<file path="config.mk">
export PLATFORM = sky130hd
export DESIGN_NAME = approx_divider
export DESIGN_NICKNAME = d
export VERILOG_FILES = /design/src/rtl/approx_divider_pkg.sv /design/src/rtl/approx_divider_norm_shift16.sv /design/src/rtl/approx_divider.sv
export SDC_FILE = /design/constraint.sdc
export NUM_CORES = 1
export LEC_CHECK = 0
export CORE_UTILIZATION = 43
export DETAILED_ROUTE_END_ITERATION = 16
export SKIP_CTS_REPAIR_TIMING = 1
export SYNTH_ARGS = -nofsm -noshare
export SYNTH_HDL_FRONTEND = slang
export SYNTH_SLANG_ARGS = --single-unit
export TNS_END_PERCENT = 10
</file>
<file path="constraint.sdc">
create_clock -name clk -period 3.7 [get_ports clk]
set_input_delay 0.37 -clock clk [delete_from_list [all_inputs] [get_ports clk]]
set_output_delay 0.37 -clock clk [all_outputs]
set_load 0.005 [all_outputs]
</file>
<file path="src/rtl/approx_divider_pkg.sv">
// approx_divider_pkg: shared widths, state encoding and iteration count for approx_divider.
package approx_divider_pkg;
   localparam int W = 16;
   localparam int M = 8;
   localparam int DIV_ITERS = 8;
   localparam int CW = $clog2(W) + 1;
   localparam int IW = $clog2(DIV_ITERS);
   typedef enum logic [2:0] {IDLE, NORM, DIV, ADJ, DONE} state_t;
endpackage

</file>
<file path="src/rtl/approx_divider_norm_shift16.sv">
// norm_shift16: loadable 16-bit left shifter that normalises an operand and counts its leading zeros.
module norm_shift16
   import approx_divider_pkg::*;
(
   input  logic          clk,
   input  logic          rst,
   input  logic          load_i,
   input  logic [W-1:0]  din_i,
   input  logic          shift_i,
   output logic [M-1:0]  man_o,
   output logic [CW-1:0] cnt_o,
   output logic          msb_o
);
   logic [W-1:0]  val_q, val_d;
   logic [CW-1:0] cnt_q, cnt_d;
   logic          step;
   assign step = shift_i && !val_q[W-1];
   always_comb begin
      val_d = load_i ? din_i : step ? val_q << 1 : val_q;
      cnt_d = load_i ? '0 : step ? cnt_q + 1'b1 : cnt_q;
   end
   always_ff @(posedge clk) begin
      if (!rst) begin
         val_q <= '0;
         cnt_q <= '0;
      end else begin
         val_q <= val_d;
         cnt_q <= cnt_d;
      end
   end
   assign man_o = val_q[W-1 -: M];
   assign cnt_o = cnt_q;
   assign msb_o = val_q[W-1];
endmodule

</file>
<file path="src/rtl/approx_divider.sv">
// approx_divider: 16-bit approximate divider using normalised 8-bit mantissas,
// an 8-step restoring quotient loop and a final exponent shift.
module approx_divider
   import approx_divider_pkg::*;
(
   input  logic         clk,
   input  logic         rst,
   input  logic         start,
   input  logic [W-1:0] N,
   input  logic [W-1:0] D,
   output logic [W-1:0] Y,
   output logic         busy,
   output logic         done,
   output logic         div_by_zero
);
   state_t        state_q, state_d;
   logic [M:0]    rem_q, rem_d;
   logic [M-1:0]  quo_q, quo_d;
   logic [IW-1:0] it_q, it_d;
   logic [W-1:0]  res_q, res_d;
   logic [CW-1:0] sh_q, sh_d;
   logic          left_q, left_d;
   logic [W-1:0]  y_q, y_d;
   logic          dbz_q, dbz_d;
   logic [M-1:0]  n_man, d_man;
   logic [CW-1:0] n_cnt, d_cnt;
   logic          n_msb, d_msb, load;
   logic [M:0]    trial;
   logic          ge;
   logic [CW:0]   s;
   assign load = (state_q == IDLE) && start;
   norm_shift16 u_norm_n (
      .clk(clk), .rst(rst), .load_i(load), .din_i(N), .shift_i(state_q == NORM),
      .man_o(n_man), .cnt_o(n_cnt), .msb_o(n_msb)
   );
   norm_shift16 u_norm_d (
      .clk(clk), .rst(rst), .load_i(load), .din_i(D), .shift_i(state_q == NORM),
      .man_o(d_man), .cnt_o(d_cnt), .msb_o(d_msb)
   );
   always_comb begin
      state_d = state_q;
      rem_d   = rem_q;
      quo_d   = quo_q;
      it_d    = it_q;
      res_d   = res_q;
      sh_d    = sh_q;
      left_d  = left_q;
      y_d     = y_q;
      dbz_d   = dbz_q;
      // the first quotient step compares the unshifted mantissa, later steps shift first
      trial   = (it_q == '0) ? rem_q : {rem_q[M-1:0], 1'b0};
      ge      = trial >= {1'b0, d_man};
      s       = {1'b0, d_cnt} - {1'b0, n_cnt} - (CW+1)'(M-1);
      unique case (state_q)
         IDLE: if (start) begin
            dbz_d = (D == '0);
            if (D == '0) begin
               state_d = DONE;
               y_d     = '1;
            end else if (N == '0) begin
               state_d = DONE;
               y_d     = '0;
            end else state_d = NORM;
         end
         NORM: if (n_msb && d_msb) begin
            state_d = DIV;
            rem_d   = {1'b0, n_man};
            quo_d   = '0;
            it_d    = '0;
         end
         DIV: begin
            rem_d = ge ? trial - {1'b0, d_man} : trial;
            quo_d = {quo_q[M-2:0], ge};
            it_d  = it_q + 1'b1;
            if (it_q == IW'(DIV_ITERS-1)) begin
               state_d = ADJ;
               res_d   = {{(W-M){1'b0}}, quo_d};
               left_d  = !s[CW];
               sh_d    = s[CW] ? CW'(-s) : CW'(s);
            end
         end
         ADJ: if (sh_q == '0) begin
            state_d = DONE;
            y_d     = res_q;
         end else begin
            sh_d  = sh_q - 1'b1;
            res_d = left_q ? res_q << 1 : res_q >> 1;
         end
         DONE: state_d = IDLE;
         default: state_d = IDLE;
      endcase
   end
   always_ff @(posedge clk) begin
      if (!rst) begin
         state_q <= IDLE;
         rem_q   <= '0;
         quo_q   <= '0;
         it_q    <= '0;
         res_q   <= '0;
         sh_q    <= '0;
         left_q  <= 1'b0;
         y_q     <= '0;
         dbz_q   <= 1'b0;
      end else begin
         state_q <= state_d;
         rem_q   <= rem_d;
         quo_q   <= quo_d;
         it_q    <= it_d;
         res_q   <= res_d;
         sh_q    <= sh_d;
         left_q  <= left_d;
         y_q     <= y_d;
         dbz_q   <= dbz_d;
      end
   end
   assign Y           = y_q;
   assign busy        = (state_q == NORM) || (state_q == DIV) || (state_q == ADJ);
   assign done        = (state_q == DONE);
   assign div_by_zero = dbz_q;
endmodule

</file>
# Word level (Yosys, flattened, before mapping)
# Cells that the tools add are included.
dict set report op_classes {
  div_mod_pow 0
  mux 32
  n_mul 0
  eq_ne 11
  bitwise_logic 1
  shifts 0
  add_sub_neg 8
  n_lt_le_gt_ge 1
  reduce_logical 26
}
# op n
set ops {}
lappend ops {{two-way mux 16 bit} 11}
lappend ops {{case mux 16 bit (2 select lines)} 2}
lappend ops {{logical NOT 16 bit} 2}
lappend ops {{two-way mux 9 bit} 3}
lappend ops {{two-way mux 3 bit} 7}
lappend ops {{case mux 9 bit (2 select lines)} 1}
lappend ops {{two-way mux 5 bit} 3}
lappend ops {{case mux 7 bit (2 select lines)} 1}
lappend ops {{case mux 3 bit (4 select lines)} 1}
lappend ops {{adder 5 x 1 -> 5 bit, second input constant} 2}
lappend ops {{inequality test 2 bit, second input constant} 5}
lappend ops {{case mux 5 bit (2 select lines)} 1}
lappend ops {{nonzero test 2 bit} 5}
lappend ops {{greater-or-equal comparator 9 x 8 -> 1 bit} 1}
lappend ops {{subtractor 9 x 8 -> 9 bit} 1}
lappend ops {{AND reduction 4 bit} 2}
lappend ops {{two-way mux 7 bit} 1}
lappend ops {{equality test 3 x 2 -> 1 bit, second input constant} 2}
lappend ops {{equality test 3 bit, second input constant} 2}
lappend ops {{logical NOT 3 bit} 2}
lappend ops {{case mux 3 bit (2 select lines)} 1}
lappend ops {{AND reduction 2 bit} 3}
lappend ops {{subtractor 5 x 5 -> 6 bit} 1}
lappend ops {{subtractor 6 x 3 -> 6 bit, second input constant} 1}
lappend ops {{12 further kinds} 18}
dict set report word_totals {
  register_bits 103
  latch_bits 0
  elab_cells 92
  n_memories 0
  output_inout_bits 19
  ramBits 0
  input_bits 35
  rom_bits 0
}

# Depth between registers and ports, before layout
# Gate-level depths: netlist of the first run.
dict set report depth {
  word_depth 6
  mapped_depth 14
  depth_no_buf 13
}

# By module
# A second synthesis of the first run with hierarchy kept.
dict set report unflattened {
  hier_cells 690
  area_unflattened_um2 5719.2
}
# mod area_per_inst_um2 cells_each instances seq_area_each_um2
set by_module_without_submodules {}
lappend by_module_without_submodules {approx_divider 3799.9 484 1 1221.2}
lappend by_module_without_submodules {norm_shift16 959.7 103 2 420.4}

# Worst setup path before layout of the first run
# Ideal clock, no wire load.
dict set report synth_timing {
  path_type {register to register}
  start {register it_q[0]}
  end {register rem_q[0]}
  synth_period_minus_slack_ns 2.868
  path_slack_ns 0.832
  required_ns 3.634
  arrival_ns 2.801
  n_path_buf 2
  stages_incl_launch_ff 14
  setup_ns 0.066
  cell_sequence {dfxtp_1 -> inv_1 -> ha_1 -> nor2b_1 -> buf_6 -> mux2_2 -> ha_1 -> a21oi_1 -> a21oi_1 -> o31a_1 -> or2_1 -> buf_6 -> mux2_4 -> a21oi_2}
}
dict set report synth_between {
  elab_chain_len 5
  elab_cells_between_ends 6
  cone_classes {1 x add/sub; 1 x order compare; 3 x mux; 1 x reduce/logical}
}
# element line_no
set synth_lines {}
lappend synth_lines {{from (decl)} approx_divider.sv:19} ;# logic [IW-1:0] it_q, it_d;
lappend synth_lines {{from (signal assigned)} approx_divider.sv:108} ;# it_q <= it_d;
lappend synth_lines {{logical NOT 3 bit *} approx_divider.sv:51} ;# trial = (it_q == '0) ? rem_q : {rem_q[M-1:0], 1'b0};
lappend synth_lines {{two-way mux 9 bit *} approx_divider.sv:51}
lappend synth_lines {{subtractor 9 x 8 -> 9 bit or greater-or-equal comparator 9 x 8 -> 1 bit (tied branches)} {approx_divider.sv:72, approx_divider.sv:52}}
lappend synth_lines {{two-way mux 9 bit *} approx_divider.sv:72} ;# rem_d = ge ? trial - {1'b0, d_man} : trial;
lappend synth_lines {{case mux 9 bit (2 select lines) *} approx_divider.sv:54} ;# unique case (state_q)
lappend synth_lines {{to (signal assigned)} approx_divider.sv:106} ;# rem_q <= rem_d;
lappend synth_lines {{to (decl)} approx_divider.sv:17} ;# logic [M:0] rem_q, rem_d;
# Mark *: on every way between the ends. The rest lies on a longest branch, timed or not.
# A chain may end at the register's enable or synchronous reset.

# Worst setup path after layout of the first run
# Same ends and word-level chain as after synthesis.

==> results of run 1 <==
## registers in the layout, indices dropped and copies added (netlist names)
signal	cells
sh_q	5
Y	16
u_norm_d.cnt_o	5
it_q	3
state_q	3
u_norm_d.val_q	16
u_norm_n.cnt_o	5
res_q	16
quo_q	7
left_q	1
div_by_zero	1
u_norm_n.val_q	16
rem_q	9
## cell usage in the layout, fill, tap and decap left out, types with 3 or more instances in the layout
cell type,count
sky130_fd_sc_hd__a211oi_1,31
sky130_fd_sc_hd__a21o_1,3
sky130_fd_sc_hd__a21oi_1,67
sky130_fd_sc_hd__a22oi_1,3
sky130_fd_sc_hd__a31oi_1,4
sky130_fd_sc_hd__and2_1,6
sky130_fd_sc_hd__buf_4,12
sky130_fd_sc_hd__clkbuf_16,9
sky130_fd_sc_hd__clkdlybuf4s50_1,53
sky130_fd_sc_hd__dfxtp_1,103
sky130_fd_sc_hd__ha_1,25
sky130_fd_sc_hd__inv_1,32
sky130_fd_sc_hd__mux2_2,8
sky130_fd_sc_hd__mux2i_1,47
sky130_fd_sc_hd__nand2_1,35
sky130_fd_sc_hd__nand2b_1,3
sky130_fd_sc_hd__nand3_1,12
sky130_fd_sc_hd__nand3b_1,4
sky130_fd_sc_hd__nand4_1,10
sky130_fd_sc_hd__nor2_1,88
sky130_fd_sc_hd__nor2b_1,4
sky130_fd_sc_hd__nor3_1,27
sky130_fd_sc_hd__nor3b_1,3
sky130_fd_sc_hd__nor4_1,10
sky130_fd_sc_hd__o211a_1,6
sky130_fd_sc_hd__o211ai_1,13
sky130_fd_sc_hd__o21ai_0,13
sky130_fd_sc_hd__o22ai_1,4
sky130_fd_sc_hd__o31ai_1,3
sky130_fd_sc_hd__or3_1,7
sky130_fd_sc_hd__xnor2_1,10
sky130_fd_sc_hd__xor2_1,6
## through the flow
stage	util [%]	hold WS, ns
after floorplan	-	0.445
after global placement	49.2	0.456
after detailed placement	49.2	0.461
after CTS	51.8	0.471
after global routing	51.8	0.500
final	51.8	0.473
## power groups by stage
stage          registers [mW]  logic [mW]  clock network, mW
5_1_grt                  1.19       0.451               1.10
3_5_place_dp             1.21       0.401                  0
3_3_place_gp             1.20       0.392                  0
6_report                 1.18       0.402               1.03
4_1_cts                  1.18       0.404               1.05
2_1_floorplan            1.19       0.299                  0
## per-layer routing
layer  GRT usage (%)  vias up
met3            5.59       10
met2            33.1       62
met1            28.1     2242
met4            5.63        0
met5               0        -
li1                -     2424
## worst min-delay path by stage
stage | from | end | depth (start not counted)
floorplan | res_q[15] | res_q[15] | 2
detailed placement | quo_q[4] | quo_q[5] | 2
finish | quo_q[4] | quo_q[5] | 2
global route | quo_q[5] | quo_q[6] | 2
global placement | quo_q[5] | quo_q[6] | 2
CTS | quo_q[4] | quo_q[5] | 2
## critical path: cells and delay by family (launching register included)
| family | cells | cell delay, ns |
|---|---|---|
| compound gates | 4 | 0.82 |
| mux | 2 | 0.74 |
| simple gates | 2 | 0.54 |
| fa+ha+maj | 2 | 0.45 |
| flops | 1 | 0.34 |
| buf+inv | 2 | 0.26 |
## kinds of logic (layout without fill, tap and decap cells)
| logic type | after synthesis | in the layout | synth area share [%] |
|---|---|---|---|
| simple gates | 219 | 219 | 18.8 |
| compound gates | 162 | 162 | 18.8 |
| flops | 103 | 103 | 37.3 |
| buf+inv | 76 | 114 | 5.53 |
| mux | 57 | 57 | 10.7 |
| fa+ha+maj | 27 | 27 | 6.39 |
| xor+xnor | 16 | 16 | 2.54 |
## area by class of cell
type,count,area share [%]
multi-input combinational,481,48.6
sequential,103,31.7
timing repair buffer,65,9.53
clock buffer,13,4.00
clock inverter,3,0.999
inverter,33,1.90
tap,172,3.31
==> impl_metrics.xml, run 1 <==
<?xml version="1.0" encoding="UTF-8"?>
<metrics>
  <group name="floorplanning">
    <metric name="dieWidth" unit="microns">115</metric>
    <metric name="boundaryPins" unit="">54</metric>
    <metric name="die_y" unit="microns">115</metric>
    <metric name="coreArea" unit="sq um">12600</metric>
    <metric name="floorplan.die_area" unit="sq um">13300</metric>
    <metric name="floorplan.initialDensity" unit="%">44.0</metric>
    <metric name="placement_rows" unit="">41</metric>
  </group>
  <group name="synthesis">
    <metric name="synth_most_common_cell" unit="">sky130_fd_sc_hd__dfxtp_1</metric>
    <metric name="synthDistinctLibCells" unit="">56</metric>
    <metric name="yosys-top-cells-area" unit="">sky130_fd_sc_hd__dfxtp_1 (37%), sky130_fd_sc_hd__mux2i_1 (8.5%), sky130_fd_sc_hd__a21oi_1 (6.2%)</metric>
    <metric name="syn_avg_cell_area" unit="sq um">8.37</metric>
    <metric name="synthesis.area" unit="sq um">5520</metric>
    <metric name="dominantRegCellSynth" unit="">sky130_fd_sc_hd__dfxtp_1</metric>
    <metric name="synth_commonest_cells" unit="">sky130_fd_sc_hd__dfxtp_1 (103), sky130_fd_sc_hd__nor2_1 (89), sky130_fd_sc_hd__a21oi_1 (68)</metric>
    <metric name="ys_warn_count" unit="">0</metric>
    <metric name="synth_largest_area_cell" unit="">sky130_fd_sc_hd__dfxtp_1</metric>
    <metric name="synth_seq_cells" unit="">103</metric>
    <metric name="ys_seq_area_share" unit="%">37.3</metric>
    <metric name="synth-edff-count" unit="">0</metric>
    <metric name="postSynthNetCount" unit="">722</metric>
    <metric name="post-synth-top-area-fraction" unit="%">37.3</metric>
    <metric name="synth-async-reset-ratio" unit="%">0</metric>
    <metric name="post_synth_inst_count" unit="">660</metric>
  </group>
  <group name="critical_path">
    <metric name="critPathKind" unit="">flip-flop to flip-flop</metric>
    <metric name="worst_r2r_startpoint" unit="">it_q[0]</metric>
    <metric name="start_point_of_the_critical_path" unit="">it_q[0]</metric>
    <metric name="path_cells" unit="">inv_1 &gt; ha_1 &gt; nor2b_1 &gt; buf_4 &gt; mux2_2 &gt; ha_1 &gt; o21ai_0 &gt; a21oi_1 &gt; o31a_1 &gt; or2_1 &gt; mux2_4 &gt; a21oi_2</metric>
    <metric name="kind_of_capture_point_of_the_worst_setup_path" unit="">flip-flop</metric>
    <metric name="timing.critical_path.slowest_stage_cell" unit="">sky130_fd_sc_hd__or2_1</metric>
    <metric name="r2r.worst_path.cells" unit="">12</metric>
    <metric name="endpoint" unit="">rem_q[0]</metric>
    <metric name="r2r_slack" unit="ns">0.49</metric>
    <metric name="worst_ep_required_time" unit="ns">3.99</metric>
    <metric name="worstPathMaxFanout" unit="">10</metric>
    <metric name="worst_r2r_endpoint" unit="">rem_q[0]</metric>
    <metric name="critPathMostFrequentCell" unit="">sky130_fd_sc_hd__ha_1</metric>
    <metric name="startpoint_type" unit="">flip-flop</metric>
    <metric name="highest_cell_delay_on_the_worst_timing_path" unit="ns">0.41</metric>
    <metric name="cp.arrival" unit="ns">3.50</metric>
  </group>
  <group name="power_and_ir_drop">
    <metric name="worst_ir_drop_vdd" unit="mV">0.181</metric>
    <metric name="share_clk_of_total_power" unit="%">39.3</metric>
    <metric name="p_switching" unit="uW">642</metric>
    <metric name="p_total" unit="mW">2.61</metric>
    <metric name="sw_frac_of_total" unit="%">24.6</metric>
    <metric name="power.share.sequential" unit="%">45.3</metric>
    <metric name="power.combinational.fraction" unit="%">15.4</metric>
    <metric name="cell_internal_power_dissipation" unit="mW">1.97</metric>
    <metric name="total_leakage_power" unit="nW">2.45</metric>
    <metric name="power-per-cell-area" unit="nW/um^2">401</metric>
  </group>
  <group name="routing">
    <metric name="totalWireLength" unit="microns">12800</metric>
    <metric name="post_drt_via_cell_ratio" unit="">5.45</metric>
    <metric name="wl_met1" unit="microns">6280</metric>
    <metric name="routedWlPerCell" unit="microns">14.7</metric>
    <metric name="drc" unit="">0</metric>
    <metric name="antenna_left" unit="">0</metric>
    <metric name="detail_route.first_pass.iterations" unit="">6</metric>
    <metric name="max_layer_used" unit="">met4</metric>
    <metric name="initialDrtViolationCount" unit="">295</metric>
    <metric name="wl_met2" unit="microns">5930</metric>
    <metric name="wl_met3" unit="microns">471</metric>
    <metric name="dr_total_vias" unit="">4738</metric>
  </group>
  <group name="sta">
    <metric name="final-max-slew-violation-count" unit="">0</metric>
    <metric name="tns" unit="ns">0</metric>
    <metric name="report.final.hold_viol_count" unit="">0</metric>
    <metric name="fin_worst_skew" unit="ns">0.00679</metric>
    <metric name="grt_setup_unrepaired" unit="">false</metric>
    <metric name="timing.slew.headroom" unit="%">34.5</metric>
    <metric name="worst_slew_pin_slew" unit="ns">0.981</metric>
    <metric name="highest_achievable_clock_rate" unit="GHz">0.311</metric>
    <metric name="setup_viol_count_final" unit="">0</metric>
    <metric name="final_min_period_over_clock_period" unit="%">86.8</metric>
    <metric name="min_period" unit="ns">3.21</metric>
    <metric name="setup_slack" unit="ns">0.487</metric>
  </group>
  <group name="grt">
    <metric name="antenna_found_initial" unit="">0</metric>
    <metric name="grt_max_degree" unit="">54</metric>
    <metric name="groute.usage.overall" unit="%">21.0</metric>
    <metric name="grt_pass1_wl" unit="microns">21900</metric>
    <metric name="vias_in_the_first_global_route" unit="">4514</metric>
    <metric name="grt_ovf" unit="">0</metric>
  </group>
  <group name="placed_design">
    <metric name="pre_cts_ws" unit="ns">0.522</metric>
    <metric name="global_placer_s_final_weighted_congestion" unit="">0.825</metric>
    <metric name="detailed_place.area" unit="sq um">6180</metric>
    <metric name="placement.io_buffers" unit="">53</metric>
    <metric name="numPlacedInstances" unit="">854</metric>
    <metric name="hpwl" unit="microns">9190</metric>
  </group>
  <group name="cells_and_area">
    <metric name="fill_cells" unit="">1216</metric>
    <metric name="final_cell_area" unit="sq um">6510</metric>
    <metric name="area_delta_synth_final" unit="%">17.8</metric>
    <metric name="diodes" unit="">0</metric>
    <metric name="multi_input_comb_area" unit="sq um">3160</metric>
    <metric name="final-instance-count-excl-fill" unit="">870</metric>
    <metric name="post_route_cells_drive_above_1_share" unit="%">6.30</metric>
    <metric name="finalNetCount" unit="">755</metric>
    <metric name="seqCellArea" unit="sq um">2060</metric>
  </group>
  <group name="cts">
    <metric name="cts_tree" unit="">built</metric>
    <metric name="cts-buffers-inserted" unit="">9</metric>
    <metric name="cts_htree_levels" unit="">3</metric>
    <metric name="clock_sinks" unit="">103</metric>
    <metric name="max-clock-path-buffers" unit="">2</metric>
    <metric name="insertion_delay_of_the_later_clocked_pin_in_the_worst_skew_pair" unit="ns">0.35</metric>
    <metric name="clockRootBuffer" unit="">sky130_fd_sc_hd__clkbuf_16</metric>
    <metric name="cts.reportedPaths.clkPinSlew" unit="ns">0.06</metric>
  </group>
  <group name="outcome">
    <metric name="run_status" unit="">finished clean</metric>
  </group>
  <group name="run">
    <metric name="max_cap_viol" unit="">0</metric>
  </group>
  <group name="hold_path">
    <metric name="holdCritPathClass" unit="">flip-flop to flip-flop</metric>
  </group>
</metrics>
Power figures use the tool's default switching activity.
==> inputs of run 2 (changes only) <==
CORE_ASPECT_RATIO = 0.9   (was not set)
GPL_TIMING_DRIVEN = 0   (was not set)
==> impl_metrics.xml, run 2 (same netlist as run 1, synthesis figures left out) <==
<?xml version="1.0" encoding="UTF-8"?>
<metrics>
  <group name="placed_design">
    <metric name="pre_cts_ws" unit="ns">0.625</metric>
    <metric name="global_placer_s_final_weighted_congestion" unit="">0.836</metric>
    <metric name="numPlacedInstances" unit="">873</metric>
    <metric name="placement.io_buffers" unit="">53</metric>
    <metric name="detailed_place.area" unit="sq um">6250</metric>
    <metric name="hpwl" unit="microns">11000</metric>
  </group>
  <group name="sta">
    <metric name="tns" unit="ns">0</metric>
    <metric name="final_min_period_over_clock_period" unit="%">83.6</metric>
    <metric name="setup_viol_count_final" unit="">0</metric>
    <metric name="final.hold.worst_slack" unit="ns">0.470</metric>
    <metric name="worst_slew_pin_slew" unit="ns">0.687</metric>
    <metric name="final-max-slew-violation-count" unit="">0</metric>
    <metric name="min_period" unit="ns">3.09</metric>
    <metric name="setup_slack" unit="ns">0.606</metric>
    <metric name="highest_achievable_clock_rate" unit="GHz">0.323</metric>
    <metric name="timing.slew.headroom" unit="%">53.5</metric>
    <metric name="report.final.hold_viol_count" unit="">0</metric>
    <metric name="fin_worst_skew" unit="ns">0.00825</metric>
    <metric name="grt_setup_unrepaired" unit="">false</metric>
  </group>
  <group name="grt">
    <metric name="antenna_found_initial" unit="">0</metric>
    <metric name="vias_in_the_first_global_route" unit="">4668</metric>
    <metric name="groute.usage.overall" unit="%">23.1</metric>
    <metric name="grt_ovf" unit="">0</metric>
    <metric name="grt_pass1_wl" unit="microns">23800</metric>
    <metric name="grt_max_degree" unit="">16</metric>
  </group>
  <group name="routing">
    <metric name="post_drt_via_cell_ratio" unit="">5.59</metric>
    <metric name="antenna_left" unit="">0</metric>
    <metric name="initialDrtViolationCount" unit="">209</metric>
    <metric name="detail_route.first_pass.iterations" unit="">5</metric>
    <metric name="routedWlPerCell" unit="microns">16.1</metric>
    <metric name="dr_total_vias" unit="">4961</metric>
    <metric name="totalWireLength" unit="microns">14300</metric>
    <metric name="drc" unit="">0</metric>
  </group>
  <group name="power_and_ir_drop">
    <metric name="power-per-cell-area" unit="nW/um^2">382</metric>
    <metric name="total_leakage_power" unit="nW">2.43</metric>
    <metric name="worst_ir_drop_vdd" unit="mV">0.241</metric>
    <metric name="p_total" unit="mW">2.49</metric>
  </group>
  <group name="floorplanning">
    <metric name="floorplan.initialDensity" unit="%">45.0</metric>
    <metric name="boundaryPins" unit="">54</metric>
    <metric name="coreArea" unit="sq um">12300</metric>
    <metric name="dieWidth" unit="microns">121</metric>
    <metric name="floorplan.die_area" unit="sq um">13300</metric>
    <metric name="die_y" unit="microns">110</metric>
    <metric name="placement_rows" unit="">38</metric>
  </group>
  <group name="critical_path">
    <metric name="worst_ep_required_time" unit="ns">3.98</metric>
    <metric name="startpoint_type" unit="">flip-flop</metric>
    <metric name="cp.arrival" unit="ns">3.37</metric>
    <metric name="r2r.worst_path.cells" unit="">13</metric>
    <metric name="endpoint" unit="">rem_q[0]</metric>
    <metric name="worst_r2r_endpoint" unit="">rem_q[0]</metric>
    <metric name="worstPathMaxFanout" unit="">10</metric>
    <metric name="start_point_of_the_critical_path" unit="">it_q[0]</metric>
    <metric name="r2r_slack" unit="ns">0.61</metric>
    <metric name="critPathKind" unit="">flip-flop to flip-flop</metric>
    <metric name="worst_r2r_startpoint" unit="">it_q[0]</metric>
    <metric name="kind_of_capture_point_of_the_worst_setup_path" unit="">flip-flop</metric>
  </group>
  <group name="cts">
    <metric name="cts_htree_levels" unit="">3</metric>
    <metric name="clockRootBuffer" unit="">sky130_fd_sc_hd__clkbuf_16</metric>
    <metric name="clock_sinks" unit="">103</metric>
    <metric name="insertion_delay_of_the_later_clocked_pin_in_the_worst_skew_pair" unit="ns">0.35</metric>
    <metric name="cts.reportedPaths.clkPinSlew" unit="ns">0.07</metric>
    <metric name="max-clock-path-buffers" unit="">2</metric>
    <metric name="cts-buffers-inserted" unit="">9</metric>
    <metric name="cts_tree" unit="">built</metric>
  </group>
  <group name="cells_and_area">
    <metric name="most-common-layout-cells" unit="">sky130_fd_sc_hd__dfxtp_1 (103), sky130_fd_sc_hd__nor2_1 (89), sky130_fd_sc_hd__a21oi_1 (68)</metric>
    <metric name="diodes" unit="">0</metric>
    <metric name="fill_cells" unit="">1172</metric>
    <metric name="final_cell_area" unit="sq um">6520</metric>
    <metric name="final-instance-count-excl-fill" unit="">888</metric>
    <metric name="fin_util" unit="%">53.2</metric>
    <metric name="post_route_cells_drive_above_1_share" unit="%">4.95</metric>
    <metric name="most_frequent_standard_cell_in_the_layout_excluding_fill_and_tap_cells" unit="">sky130_fd_sc_hd__dfxtp_1</metric>
    <metric name="area_delta_synth_final" unit="%">18.0</metric>
    <metric name="finalNetCount" unit="">786</metric>
  </group>
  <group name="hold_path">
    <metric name="holdCritPathClass" unit="">flip-flop to flip-flop</metric>
    <metric name="hold_start" unit="">quo_q[4]</metric>
  </group>
  <group name="run">
    <metric name="max_cap_viol" unit="">0</metric>
  </group>
  <group name="outcome">
    <metric name="run_status" unit="">finished clean</metric>
  </group>
</metrics>
[run 2: per-layer routing]
| metal | vias up | track usage [%] | share of wire (%) |
|---|---|---|---|
| met5 | - | 0 | 0 |
| met2 | 83 | 36.2 | 44 |
| met3 | 9 | 4.51 | 3.3 |
| li1 | 2490 | - | - |
| met4 | 0 | 5.20 | 0.95 |
| met1 | 2379 | 32.6 | 52 |
[run 2: layout make-up]
class | count | area, sq um | share of cell area (%)
repair buffers | 53 | 531 | 8.14
clock buffers | 11 | 243 | 3.72
well taps | 160 | 200 | 3.07
flip-flops and latches | 103 | 2060 | 31.6
clock inverters | 4 | 22.5 | 0.345
inverters | 33 | 124 | 1.90
multi-input cells | 481 | 3160 | 48.4
plain buffers | 43 | 181 | 2.78
[run 2: worst min path at each step]
stage / endpoint / slack, ns / depth (start not counted)
floorplan: res_q[15] / 0.44 / 2
global placement: quo_q[5] / 0.46 / 2
detailed placement: quo_q[5] / 0.46 / 2
CTS: quo_q[5] / 0.47 / 2
global route: quo_q[6] / 0.49 / 2
finish: quo_q[5] / 0.47 / 2
[run 2: worst max-delay path, cell delays in order (launching register included)]
cell                      delay (ns)
sky130_fd_sc_hd__dfxtp_1        0.34
sky130_fd_sc_hd__inv_1          0.07
sky130_fd_sc_hd__ha_1           0.13
sky130_fd_sc_hd__nor2b_1        0.15
sky130_fd_sc_hd__buf_6          0.17
sky130_fd_sc_hd__mux2_2         0.36
sky130_fd_sc_hd__ha_1           0.33
sky130_fd_sc_hd__o21ai_0        0.28
sky130_fd_sc_hd__a21oi_1        0.10
sky130_fd_sc_hd__o31a_1         0.28
sky130_fd_sc_hd__or2_1          0.23
sky130_fd_sc_hd__buf_6          0.16
sky130_fd_sc_hd__mux2_4         0.31
sky130_fd_sc_hd__a21oi_2        0.12
[run 2: where the power goes]
part / internal, mW / total [mW] / switching (mW)
clock network: 0.468 / 0.881 / 0.413
logic: 0.195 / 0.429 / 0.234
registers: 1.15 / 1.18 / 0.0291
total: 1.81 / 2.49 / 0.676
